[src/rtl/switch_pkg.sv]
// switch_pkg: definitions shared by every block of the 4-port switch.
//   NPORTS_DFLT / DATA_W_DFLT : default port count and payload width
//   pkt_type_e                : ingress packet class
//   pkt_t                     : packet layout {source, target, data} at default widths
//   popcount / classify       : derive the packet class from a target bitmap
package switch_pkg;

  localparam int NPORTS_DFLT = 4;
  localparam int DATA_W_DFLT = 8;

  typedef enum logic [1:0] {
    UNICAST   = 2'd0,
    MULTICAST = 2'd1,
    BROADCAST = 2'd2,
    INVALID   = 2'd3
  } pkt_type_e;

  typedef struct packed {
    logic [NPORTS_DFLT-1:0] source;
    logic [NPORTS_DFLT-1:0] target;
    logic [DATA_W_DFLT-1:0] data;
  } pkt_t;

  // Counts the set bits of a target bitmap. The bitmap is zero-extended
  // to 32 bits by the caller so that one function serves any port count.
  function automatic int unsigned popcount(input logic [31:0] vec);
    int unsigned ones;
    ones = 0;
    for (int i = 0; i < 32; i++) begin
      ones += 32'(vec[i]);
    end
    return ones;
  endfunction

  // A packet that targets every port is broadcast, so the classifier needs
  // to know how many ports the switch has.
  function automatic pkt_type_e classify(input logic [31:0] target,
                                         input int unsigned nports);
    int unsigned ones;
    ones = popcount(target);
    if (ones == 0) begin
      return INVALID;
    end else if (ones == 1) begin
      return UNICAST;
    end else if (ones == nports) begin
      return BROADCAST;
    end else begin
      return MULTICAST;
    end
  endfunction

endpackage

[src/rtl/sync_fifo.sv]
// sync_fifo: single-clock FIFO with registered storage and read-side head.
//   clk      : clock, rising edge
//   rst_n    : synchronous reset, active high
//   push_i   : write wdata_i (ignored when full unless a pop happens too)
//   pop_i    : drop the head entry (ignored when empty)
//   wdata_i  : entry to write
//   rdata_o  : current head entry (valid while empty_o = 0)
//   full_o   : DEPTH entries stored
//   empty_o  : no entries stored
module sync_fifo #(
  parameter int WIDTH = 8,
  parameter int DEPTH = 4
) (
  input  logic             clk,
  input  logic             rst_n,
  input  logic             push_i,
  input  logic             pop_i,
  input  logic [WIDTH-1:0] wdata_i,
  output logic [WIDTH-1:0] rdata_o,
  output logic             full_o,
  output logic             empty_o
);

  localparam int AW = (DEPTH > 1) ? $clog2(DEPTH) : 1;
  localparam logic [AW:0] FULL_CNT = DEPTH[AW:0];

  logic [WIDTH-1:0] mem_q [DEPTH];
  logic [AW-1:0]    wrPtr_q;
  logic [AW-1:0]    rdPtr_q;
  logic [AW:0]      count_q;
  logic             doPush;
  logic             doPop;

  assign full_o  = (count_q == FULL_CNT);
  assign empty_o = (count_q == '0);

  // A push into a full FIFO is legal when the head leaves in the same
  // cycle: the freed slot is the one the write pointer already points at.
  assign doPop  = pop_i & ~empty_o;
  assign doPush = push_i & (~full_o | doPop);

  // The head is read straight from storage; the entry under rdPtr_q is
  // never overwritten while it is still the head, so it holds steady.
  assign rdata_o = mem_q[rdPtr_q];

  // Storage, pointers and occupancy. Storage is cleared on reset so the
  // head fields read as zero when nothing has been written yet. DEPTH is a
  // power of two, so the pointers wrap naturally.
  always_ff @(posedge clk) begin
    if (rst_n) begin
      wrPtr_q <= '0;
      rdPtr_q <= '0;
      count_q <= '0;
      for (int i = 0; i < DEPTH; i++) begin
        mem_q[i] <= '0;
      end
    end else begin
      if (doPush) begin
        mem_q[wrPtr_q] <= wdata_i;
        wrPtr_q        <= wrPtr_q + AW'(1);
      end
      if (doPop) begin
        rdPtr_q <= rdPtr_q + AW'(1);
      end
      case ({doPush, doPop})
        2'b10:   count_q <= count_q + (AW+1)'(1);
        2'b01:   count_q <= count_q - (AW+1)'(1);
        default: count_q <= count_q;
      endcase
    end
  end

endmodule

[src/rtl/port_if.sv]
// port_if: adapter between one external switch port and the switch core.
//   Ingress: valid_in/source_in/target_in/data_in are validated, classified
//   and queued; the queue head is offered to the core on core_valid/
//   core_source/core_target/core_data/core_type and leaves on core_ready.
//   Rejected packets raise err for one cycle and bump drop_cnt (saturating).
//   Egress: egr_valid/egr_source/egr_target/egr_data from the core are
//   registered onto valid_out/source_out/target_out/data_out.
//   clk is the only clock; rst_n is a synchronous, active-high reset.
module port_if
  import switch_pkg::*;
#(
  parameter int PORT_ID    = 0,
  parameter int NPORTS     = NPORTS_DFLT,
  parameter int DATA_W     = DATA_W_DFLT,
  parameter int FIFO_DEPTH = 4
) (
  input  logic              clk,
  input  logic              rst_n,
  input  logic              valid_in,
  input  logic [NPORTS-1:0] source_in,
  input  logic [NPORTS-1:0] target_in,
  input  logic [DATA_W-1:0] data_in,
  output logic              core_valid,
  input  logic              core_ready,
  output logic [NPORTS-1:0] core_source,
  output logic [NPORTS-1:0] core_target,
  output logic [DATA_W-1:0] core_data,
  output logic [1:0]        core_type,
  input  logic              egr_valid,
  input  logic [NPORTS-1:0] egr_source,
  input  logic [NPORTS-1:0] egr_target,
  input  logic [DATA_W-1:0] egr_data,
  output logic              valid_out,
  output logic [NPORTS-1:0] source_out,
  output logic [NPORTS-1:0] target_out,
  output logic [DATA_W-1:0] data_out,
  output logic [7:0]        drop_cnt,
  output logic              err
);

  localparam logic [NPORTS-1:0] SRC_ONEHOT = NPORTS'(1) << PORT_ID;
  localparam int ENTRY_W = 2 + 2 * NPORTS + DATA_W;

  pkt_type_e          ingType;
  logic               srcOk;
  logic               pushReq;
  logic               popReq;
  logic               dropReq;
  logic               fifoFull;
  logic               fifoEmpty;
  logic [ENTRY_W-1:0] fifoWdata;
  logic [ENTRY_W-1:0] fifoRdata;

  logic [7:0]         dropCnt_q;
  logic [7:0]         dropCnt_d;
  logic               err_q;

  logic               validOut_q;
  logic [NPORTS-1:0]  sourceOut_q;
  logic [NPORTS-1:0]  targetOut_q;
  logic [DATA_W-1:0]  dataOut_q;

  // Ingress validation. A packet must come from this port's own one-hot
  // source and name at least one target. It is queued when there is room,
  // where "room" includes the slot the core frees by popping this cycle.
  always_comb begin
    ingType = classify(32'(target_in), NPORTS);
    srcOk   = (source_in == SRC_ONEHOT);
    popReq  = core_ready & ~fifoEmpty;
    pushReq = valid_in & srcOk & (ingType != INVALID) & (~fifoFull | popReq);
    dropReq = valid_in & ~pushReq;
  end

  // The class travels with the packet so the core sees it alongside the head.
  assign fifoWdata = {ingType, source_in, target_in, data_in};

  sync_fifo #(
    .WIDTH (ENTRY_W),
    .DEPTH (FIFO_DEPTH)
  ) u_fifo (
    .clk     (clk),
    .rst_n   (rst_n),
    .push_i  (pushReq),
    .pop_i   (popReq),
    .wdata_i (fifoWdata),
    .rdata_o (fifoRdata),
    .full_o  (fifoFull),
    .empty_o (fifoEmpty)
  );

  assign core_valid  = ~fifoEmpty;
  assign core_type   = fifoRdata[ENTRY_W-1 -: 2];
  assign core_source = fifoRdata[2*NPORTS+DATA_W-1 -: NPORTS];
  assign core_target = fifoRdata[NPORTS+DATA_W-1 -: NPORTS];
  assign core_data   = fifoRdata[DATA_W-1:0];

  // Drop counter sticks at 255 rather than wrapping.
  always_comb begin
    dropCnt_d = dropCnt_q;
    if (dropReq && (dropCnt_q != 8'hFF)) begin
      dropCnt_d = dropCnt_q + 8'd1;
    end
  end

  // Drop bookkeeping: err mirrors the drop decision one cycle later.
  always_ff @(posedge clk) begin
    if (rst_n) begin
      dropCnt_q <= '0;
      err_q     <= 1'b0;
    end else begin
      dropCnt_q <= dropCnt_d;
      err_q     <= dropReq;
    end
  end

  assign drop_cnt = dropCnt_q;
  assign err      = err_q;

  // Egress register. The strobe is a plain one-cycle delay; the fields only
  // load on a delivered packet so they keep the last packet once idle.
  always_ff @(posedge clk) begin
    if (rst_n) begin
      validOut_q  <= 1'b0;
      sourceOut_q <= '0;
      targetOut_q <= '0;
      dataOut_q   <= '0;
    end else begin
      validOut_q <= egr_valid;
      if (egr_valid) begin
        sourceOut_q <= egr_source;
        targetOut_q <= egr_target;
        dataOut_q   <= egr_data;
      end
    end
  end

  assign valid_out  = validOut_q;
  assign source_out = sourceOut_q;
  assign target_out = targetOut_q;
  assign data_out   = dataOut_q;

endmodule

[config.mk]
export PLATFORM = sky130hd
export DESIGN_NAME = port_if
export DESIGN_NICKNAME = d
export VERILOG_FILES = /design/src/rtl/switch_pkg.sv /design/src/rtl/sync_fifo.sv /design/src/rtl/port_if.sv
export SDC_FILE = /design/constraint.sdc
export NUM_CORES = 1
export LEC_CHECK = 0
export CAP_MARGIN = 20
export CORE_ASPECT_RATIO = 0.7
export CORE_MARGIN = 10
export CORE_UTILIZATION = 40
export DETAILED_ROUTE_END_ITERATION = 8
export SETUP_SLACK_MARGIN = 0.02
export SYNTH_ARGS = -nofsm -noshare
export SYNTH_HDL_FRONTEND = slang
export SYNTH_SLANG_ARGS = --single-unit
[constraint.sdc]
create_clock -name clk -period 9.8 [get_ports clk]
set_input_delay 1.96 -clock clk [delete_from_list [all_inputs] [get_ports clk]]
set_output_delay 1.96 -clock clk [all_outputs]
set_load 0.02 [all_outputs]
==> summary.md, run 1 <==
| Metric | Value |
|---|---|
| Synth warnings | 0 |
| Initial antenna violation count | 0 |
| TNS Setup | 0 ps |
| CP Launch Type | primary input |
| Clock power frac | 0.347 |
| Worst R2R Start | u_fifo.count_q[2]$_SDFFE_PP0P_ |
| Initial drt markers | 149 |
| IR drop worst, VDD | 87.6 uV |
| I/O pin cnt | 82 |
| Switch Pwr | around 210 uW |
| Logic pwr share | 0.107 |
| CP endpoint kind | flop |
| Internal power | 719 uW |
| GP Congestion | 0.717 |
| Yosys cell types | 40 |
| Fmax | ~0.17 GHz |
| FF-to-FF End | u_fifo.mem_q[1][15]$_SDFFCE_PN0P_ |
| Slew headroom | 0.308 |
| Clock Pin Slew Worst Setup and Hold Paths | 60 ps |
| Setup slack, reg-to-reg | roughly 6800 ps |
| First-pass GRT wire length | 16200 um |
| WL/cell | ~18 um |
| Area Overhead vs Synth | 26.7% |
| Status | finished clean |
| Antenna-violating nets left | 0 |
| Worst Path Arrival | just under 6000 ps |
| Core area | 0.0111 mm2 |
| Grt ovf | 0 |
| Die area | 0.0162 mm2 |
| Hold path start | data_out[1]$_SDFFE_PP0P_ |
| Fin nets | 454 |
| Site Rows | 32 |
| Hold buffer count at cts | 0 |
| CTS Sinks | 107 |
| Sequential power share | 0.546 |
| Final Skew | 7.40 ps |
| Die Wd | 148 um |
| Post-CTS Resized | 0 |
| Via count | 2796 |
| Tot Pwr | 930 uW |
| R2r worst-path depth | 5 |
| DP Area | roughly 0.0056 mm2 |
| Multi-input gate area | 0.00165 mm2 |
| PortBufs | 81 |
| Max Slew Vio Count | 0 |
| Max-Cap Viols | 0 |
| Via/cell ratio | 4.91 |
| Number of H-tree levels | 3 |
| Final setup viols | 0 |
| Avg Cell Area, Syn | 14.2 um2 |
| CTS tree | done |
| Initial core utilization | 0.413 |
| Commonest cells after routing, fill and taps aside | clkdlybuf4s50_1 (80), edfxtp_1 (72), and2_1 (45) |
| DP HPWL | 7000 um |
| Commonest non-fill, non-tap cell in the layout | clkdlybuf4s50_1 |
| Root Driver | clkbuf_16 |
| Register area | 0.00286 mm2 |
| Worst-path fanout max | 18 |
| Power Density | around 160 mW/mm2 |
| Critical path type | in -> reg |
| Number of global-route vias before repair | 2799 |
| Least-Margin Pin Slew | 1040 ps |
| Static Leakage | 0.00207 uW |
| All-Layer GR Usage | 0.130 |
| Share of layout cells above drive strength 1 | 0.111 |
| Clock Latency Late Sink | 350 ps |
| Die H | ~110 um |
| Hold Path Depth | 2 |
| CTS buffer count | 9 |
| Setup Fix Bufs, Post-CTS | 0 |
| Switching share of total power | 0.227 |
| Sequential share of the synthesized area | 0.623 |
| ANT cells | 0 |
| Detailed Route WL | 10200 um |
| RSZ-0062 raised after global routing | false |
| Fin area | about 0.0058 mm2 |
| Worst hold path type | reg -> reg |
| Synthesized area | around 0.0046 mm2 |
| #FFs+latches synth | 107 |
| Drc violations | 0 |
| Period utilization | 0.612 |
| FILL cells | between 900 and 1k |
| Clock buffer depth | 2 |
| Hold EP | data_out[1]$_SDFFE_PP0P_ |
| WP data required | 9760 ps |
| Syn Inst Count | approximately 320 |
| Final Hold Fails | 0 |
| Drt pass-1 iters | 4 |
| Tmin final | 6000 ps |
| Largest net degree at the start of global routing | 52 |
==> area by class of cell <==
class,count,share of cell area
multi-input combinational,200,0.284
clock inverter,4,0.00322
sequential,107,0.492
tap,153,0.0329
timing repair buffer,83,0.141
clock buffer,12,0.0406
inverter,10,0.00645
==> kinds of logic (layout without fill, tap and decap cells) <==
group,after synthesis,after routing,synth area share
flip-flops,107,107,0.623
multiplexers,38,38,0.133
AO/OA/AOI/OAI,16,16,0.0221
adder cells (fa/ha/maj),6,6,0.0196
XOR/XNOR,6,6,0.0114
buffers and inverters,27,109,0.0259
AND/OR/NAND/NOR,122,122,0.164
other,1,12,0.000816
==> state kept, by name, summed over array words and instances (netlist names), named ones only <==
signal and cells:
target_out 4, source_out 4, data_out 8, u_fifo.rdPtr_q 2, u_fifo.count_q 3, drop_cnt 8
valid_out 1, err 1, u_fifo.wrPtr_q 2, u_fifo.mem_q 72
==> worst max path at each step <==
stage            startpoint  cells after the start                                end
2_1_floorplan  target_in[0]                     15     u_fifo.count_q[2]$_SDFFE_PP0P_
3_3_place_gp   target_in[0]                     11   u_fifo.mem_q[1][3]$_SDFFCE_PN0P_
3_5_place_dp   target_in[0]                     11   u_fifo.mem_q[1][3]$_SDFFCE_PN0P_
4_1_cts        target_in[0]                     11   u_fifo.mem_q[1][3]$_SDFFCE_PN0P_
5_1_grt        target_in[0]                     11   u_fifo.mem_q[0][4]$_SDFFCE_PN0P_
6_report       target_in[0]                     11  u_fifo.mem_q[1][15]$_SDFFCE_PN0P_
==> Yosys cell counts, drive strengths merged <==
cell / count / share of area
a21oi: 7 / 0.0076
a31o: 2 / 0.0038
and2: 45 / 0.061
buf: 10 / 0.012
clkbuf: 7 / 0.0057
conb: 1 / 0.00082
dfxtp: 35 / 0.15
edfxtp: 72 / 0.47
fa: 2 / 0.0087
ha: 4 / 0.011
inv: 10 / 0.0082
mux2: 3 / 0.0074
mux2i: 17 / 0.037
mux4: 18 / 0.088
nand2: 6 / 0.0049
nand2b: 3 / 0.0041
nand3: 1 / 0.0011
nand4: 3 / 0.0041
nand4bb: 1 / 0.0025
nor2: 30 / 0.025
nor2b: 7 / 0.0095
nor3: 5 / 0.0054
nor3b: 4 / 0.0065
nor4: 6 / 0.018
nor4b: 2 / 0.0084
o21ai: 2 / 0.0022
o31a: 1 / 0.0019
o31ai: 4 / 0.0065
or2: 1 / 0.0014
or3: 4 / 0.0054
or4: 4 / 0.0065
xnor2: 3 / 0.0057
xor2: 3 / 0.0057
==> power groups by stage <==
stage               clock network (uW)  logic, uW  registers (uW)
global route                       348        108             510
detailed placement                   0        101             518
floorplan                            0       46.8             522
CTS                                330        101             508
global placement                     0       99.5             518
finish                             322       99.7             508
==> per-stage QoR <==
step / util / hold slack (ps) / cells / setup slack [ps]
finish: 0.523 / 492 / 569 / 3800
global route: 0.523 / 516 / 569 / 3540
floorplan: - / 475 / 334 / 4820
CTS: 0.523 / 499 / 569 / 3790
detailed placement: 0.500 / 485 / 553 / 3420
global placement: 0.500 / 475 / 553 / 3570
==> worst max-delay path, cell delays in order <==
cell	delay [ps]
clkdlybuf4s50_1	520
inv_1	100
fa_1	540
inv_1	50
ha_1	170
ha_1	370
nor3_1	110
nor4_4	670
inv_2	310
or3_1	410
nand2b_1	740
==> per-layer routing <==
layer,share of wire,track usage
met1,0.46,0.165
met2,0.48,0.209
met3,0.041,0.0353
met4,0.015,0.0508
met5,0,0
(Power assumes the default switching activity.)
==> run 2, diff against run 1 <==
- PLACE_DENSITY: unset -> 0.66
- clock period: 9.8 -> 5.2 ns (I/O delays scaled with it)
==> summary.md, run 2 (synthesis gave the netlist of run 1 again) <==
| Metric | Value |
|---|---|
| FF-to-FF End | u_fifo.count_q[2]$_SDFFE_PP0P_ |
| GP Congestion | 0.749 (+4.5%) |
| Status | finished clean |
| Number of global-route vias before repair | 2935 (+4.9%) |
| FILL cells | 942 (-4.0%) |
| Fmax | 0.238 GHz |
| WL/cell | 17.4 um (-3.4%) |
| Post-CTS Resized | 0 (unchanged) |
| PortBufs | 81 (unchanged) |
| Worst Path Arrival | 4480 ps (-1480 ps) |
| CP Launch Type | primary input |
| Worst hold path type | reg -> reg |
| Register with the most flip-flops | u_fifo.mem_q |
| Antenna-violating nets left | 0 (unchanged) |
| Critical path type | in -> reg |
| Die H | 110 um (unchanged) |
| Worst-path fanout max | 6 (-12) |
| Hold buffer count at cts | 0 (unchanged) |
| Commonest non-fill, non-tap cell in the layout | clkdlybuf4s50_1 |
| ANT cells | 0 (unchanged) |
| CTS Sinks | 107 (unchanged) |
| CTS buffer count | 9 (unchanged) |
| Clock buffer depth | 2 (unchanged) |
| Grt ovf | 0 (unchanged) |
| Root Driver | clkbuf_16 |
| Static Leakage | 0.00214 uW (+3.4%) |
| Multi-input gate area | 0.00165 mm2 (unchanged) |
| Hold path start | target_out[2]$_SDFFE_PP0P_ |
| All-Layer GR Usage | 0.127 (-0.00333) |
| Detailed Route WL | 10000 um (-2.2%) |
| Via/cell ratio | 4.90 (-0.26%) |
| Hold Path Depth | 2 (unchanged) |
| Initial core utilization | 0.413 (unchanged) |
| DP HPWL | 6860 um (-2.0%) |
| Clock Latency Late Sink | 350 ps (about the same) |
| Least-Margin Pin Slew | 997 ps (-40.2 ps) |
| Drt pass-1 iters | 4 (unchanged) |
| Slew headroom | 0.333 (+0.0247) |
| Setup Fix Bufs, Post-CTS | 0 (unchanged) |
| Placed cell count | 560 (+1.3%) |
| R2r worst-path depth | 9 (+4) |
| Via count | 2823 (+0.97%) |
| Site Rows | 32 (unchanged) |
| Largest net degree at the start of global routing | 27 (-48%) |
| Share of layout cells above drive strength 1 | 0.135 (+0.0242) |
| Die Wd | 148 um (unchanged) |
| Max Slew Vio Count | 0 (unchanged) |
| First-pass GRT wire length | 15900 um (-1.8%) |
| Final Skew | 5.93 ps (-1.47 ps) |
| Die area | 0.0162 mm2 (unchanged) |
| I/O pin cnt | 82 (unchanged) |
| Drc violations | 0 (unchanged) |
| Clock Pin Slew Worst Setup and Hold Paths | 60 ps (about the same) |
| Number of H-tree levels | 3 (unchanged) |
| Setup slack, reg-to-reg | 3000 ps (-3790 ps) |
| Worst R2R Start | u_fifo.count_q[0]$_SDFFE_PP0P_ |
| IR drop worst, VDD | 166 uV (+90%) |
| RSZ-0062 raised after global routing | false |
| Area Overhead vs Synth | 29.7% |
| Register area | 0.00286 mm2 (unchanged) |
| WP data required | 5480 ps (-4280 ps) |
| Final Hold Fails | 0 (unchanged) |
| Initial antenna violation count | 0 (unchanged) |
| Initial drt markers | 159 (+6.7%) |
| Max-Cap Viols | 0 (unchanged) |
| CP endpoint kind | flop |
| Commonest cells after routing, fill and taps aside | clkdlybuf4s50_1 (80), edfxtp_1 (72), and2_1 (45) |
| Max reg flops | 72 (unchanged) |
| CTS tree | done |
| Non-filler cells, final | 576 (+1.2%) |
| Fin nets | 461 (+1.5%) |
| Core area | 0.0111 mm2 (unchanged) |
| Hold Slack | 494 ps (+2.06 ps) |
| Final setup viols | 0 (unchanged) |
| TNS Setup | 0 ps (unchanged) |
| Period utilization | 0.809 |
| Power Density | 321 mW/mm2 (+100%) |
| Tmin final | 4210 ps |
| Hold EP | target_out[2]$_SDFFE_PP0P_ |
## run 2: changes by cell type in the layout (fill, tap and decap cells not counted), moves of 2 or more
cell,delta
buf_4,+7
bufinv_16,+3
clkbuf_1,-3
clkinv_2,-2
## run 2: final cells by class
class,instances,area share
clock inverters,7,0.0195
repair buffers,90,0.147
flip-flops and latches,107,0.480
clock buffers,9,0.0378
multi-input cells,200,0.277
well taps,153,0.0321
inverters,10,0.00630
## run 2: worst max-delay path by stage
stage                            start  depth (start not counted)                              to
after global placement    target_in[0]                         15  u_fifo.count_q[2]$_SDFFE_PP0P_
after CTS                 target_in[0]                         15  u_fifo.count_q[2]$_SDFFE_PP0P_
after floorplan           target_in[0]                         15  u_fifo.count_q[2]$_SDFFE_PP0P_
after global routing      target_in[0]                         15  u_fifo.count_q[2]$_SDFFE_PP0P_
final                     target_in[0]                         15  u_fifo.count_q[2]$_SDFFE_PP0P_
after detailed placement  target_in[0]                         15  u_fifo.count_q[2]$_SDFFE_PP0P_
## run 2: per-layer routing
| layer | track usage | routed length [um] |
|---|---|---|
| met5 | 0 | 0 |
| met1 | 0.145 | 4350 |
| met2 | 0.218 | 4960 |
| met4 | 0.0472 | 186 |
| met3 | 0.0423 | 508 |
## run 2: where the power goes
group | switching [uW] | total, uW | internal [uW]
registers | 14.0 | 957 | 943
clock network | 301 | 770 | 469
logic | 96.0 | 189 | 92.7
## run 2: worst max-delay path, stage by stage
cell and delay, ps:
clkdlybuf4s50_1 530, inv_1 100, fa_1 540, inv_1 40, ha_1 180, ha_1 350, nor3_1 330, nor4_4 100
inv_2 70, ha_1 170, inv_1 60, fa_1 370, xor2_1 160, or3_1 300, a21oi_1 150
## run 2: per-stage QoR
stage / power (uW) / util / area, um2 / setup WS (ps)
global placement: 1160 / 0.505 / 5620 / 749
detailed placement: 1170 / 0.505 / 5620 / 629
finish: 1920 / 0.535 / 5960 / 995
floorplan: 1070 / - / 4630 / 1140
global route: 1980 / 0.535 / 5960 / 834
CTS: 1940 / 0.535 / 5960 / 986
==> run 3, diff against run 2 <==
- PLACE_DENSITY: 0.66 -> unset
- clock period: 5.2 -> 4 ns (I/O delays scaled with it)
==> summary.md, run 3 (synthesis gave the netlist of run 1 again) <==
| Metric | Value |
|---|---|
| CP endpoint kind | flop |
| Tot Pwr | 2340 uW (+22%) |
| Drt pass-1 iters | 4 (unchanged) |
| Tmin final | 3780 ps |
| Final Skew | 7.54 ps (+1.62 ps) |
| RSZ-0062 raised after global routing | false |
| Site Rows | 32 (unchanged) |
| Fin nets | 479 (+3.9%) |
| Hold buffer count at cts | 0 (unchanged) |
| Fmax | 0.264 GHz |
| M1 WL | 4820 um (+11%) |
| Via count | 2889 (+2.3%) |
| Post-route setup slack | 219 ps (-776 ps) |
| Post-layout util | 0.546 (+0.0108) |
| CP top delay family | adder cells |
| WL/cell | 17.2 um (-1.3%) |
| Clock Latency Late Sink | 340 ps (about the same) |
| Status | finished clean |
| Worst hold path type | reg -> reg |
| Worst-path fanout max | 2 (-4) |
| Slew headroom | 0.348 (+0.0144) |
| Initial drt markers | 130 (-18%) |
| Multi-input gate area | 0.00165 mm2 (unchanged) |
| Via/cell ratio | 4.86 (-0.76%) |
| CTS buffer count | 9 (unchanged) |
| ANT cells | 0 (unchanged) |
| CTS Sinks | 107 (unchanged) |
| Max reg flops | 72 (unchanged) |
| Pre-CTS WS | -141 ps (-770 ps) |
| Grt ovf | 0 (unchanged) |
| Critical path type | in -> reg |
| Worst Path Arrival | 4040 ps (-440 ps) |
| CP cell instances | clkdlybuf4s50_1, inv_1, fa_1, inv_1, ha_1, ha_1, nor3_1, buf_4, nor4_4, inv_2, ha_1, inv_1, fa_1, xor2_1, or3_1, a21oi_1 |
| Slowest-stage cell, CP | fa_1 |
| TNS Setup | 0 ps (unchanged) |
| FILL cells | 956 (+1.5%) |
| Register with the most flip-flops | u_fifo.mem_q |
| Max Slew Vio Count | 0 (unchanged) |
| Power Density | 386 mW/mm2 (+20%) |
| Max-Cap Viols | 0 (unchanged) |
| Root Driver | clkbuf_16 |
| Top Layer Used | met4 |
| Clock buffer depth | 2 (unchanged) |
| Static Leakage | 0.00222 uW (+4.0%) |
| Core area | 0.0111 mm2 (unchanged) |
| Least-Margin Pin Slew | 976 ps (-21.6 ps) |
| Period utilization | 0.945 |
| CP Launch Type | primary input |
| Die Wd | 148 um (unchanged) |
| Die H | 110 um (unchanged) |
| PortBufs | 81 (unchanged) |
| Antenna-violating nets left | 0 (unchanged) |
| WP data required | 4260 ps (-1220 ps) |
| Drc violations | 0 (unchanged) |
| All-Layer GR Usage | 0.129 (+0.00228) |
| DP HPWL | 7270 um (+5.9%) |
| GP Congestion | 0.758 (+1.2%) |
| Post-CTS Resized | 0 (unchanged) |
| CTS tree | done |
| Share of layout cells above drive strength 1 | 0.170 (+0.0353) |
| Final Hold Fails | 0 (unchanged) |
| Met3 WL | 322 um (-37%) |
| Largest net degree at the start of global routing | 30 (+11%) |
| Initial antenna violation count | 0 (unchanged) |
| Register area | 0.00286 mm2 (unchanged) |
| Clock Pin Slew Worst Setup and Hold Paths | 70 ps (about the same) |
| Number of global-route vias before repair | 2910 (-0.85%) |
| Final setup viols | 0 (unchanged) |
| Commonest cells after routing, fill and taps aside | clkdlybuf4s50_1 (80), edfxtp_1 (72), and2_1 (45) |
| Die area | 0.0162 mm2 (unchanged) |
| Buf/Inv on CP | 6 (+1) |
| Setup Fix Bufs, Post-CTS | 0 (unchanged) |
| Commonest non-fill, non-tap cell in the layout | clkdlybuf4s50_1 |
| First-pass GRT wire length | 16300 um (+2.8%) |
| Initial core utilization | 0.413 (unchanged) |
| Area Overhead vs Synth | 32.4% |
| I/O pin cnt | 82 (unchanged) |
| Max incr delay on CP | 540 ps (about the same) |
| Number of H-tree levels | 3 (unchanged) |
| Detail Route met2 WL | 4940 um (-0.50%) |
| Detailed Route WL | 10200 um (+1.8%) |
| IR drop worst, VDD | 211 uV (+27%) |
-- run 3: stage by stage --
step                      instances  hold slack [ps]  cell area [um2]
after floorplan                 334              475             4630
after global placement          578              474             5800
after detailed placement        578              484             5800
after CTS                       594              501             6080
after global routing            594              526             6080
final                           594              498             6080
-- run 3: area by class of cell --
| type | count | area share |
|---|---|---|
| clock buffers | 9 | 0.0370 |
| clock inverters | 7 | 0.00844 |
| inverters | 10 | 0.00617 |
| multi-input cells | 200 | 0.272 |
| flip-flops and latches | 107 | 0.471 |
| well taps | 153 | 0.0315 |
| repair buffers | 108 | 0.174 |
-- run 3: where the power goes --
part           total (uW)  switching [uW]  internal [uW]
Sequential           1240            17.7           1220
Clock                 833             406            428
Combinational         268             130            138
Total                2340             553           1790
-- run 3: final timing paths --
| kind | endpoint | slack (ps) | from | cells after the start |
|---|---|---|---|---|
| max | u_fifo.count_q[2]$_SDFFE_PP0P_ | 220 | target_in[0] | 16 |
| min reg2reg | data_out[1]$_SDFFE_PP0P_ | 500 | data_out[1]$_SDFFE_PP0P_ | 2 |
| max reg2reg | u_fifo.count_q[2]$_SDFFE_PP0P_ | 1800 | u_fifo.count_q[0]$_SDFFE_PP0P_ | 9 |
| min | data_out[1]$_SDFFE_PP0P_ | 500 | data_out[1]$_SDFFE_PP0P_ | 2 |
-- run 3: tightest hold or removal path, cell delays in order, from the launching register on --
cell and delay, ps:
dfxtp_1 330, mux2i_1 70, nor2_1 70
-- run 3: metal layers --
| metal | vias up | track usage |
|---|---|---|
| li1 | 1394 | - |
| met1 | 1446 | 0.171 |
| met2 | 40 | 0.206 |
| met3 | 9 | 0.0320 |
| met4 | 0 | 0.0402 |
| met5 | - | 0 |
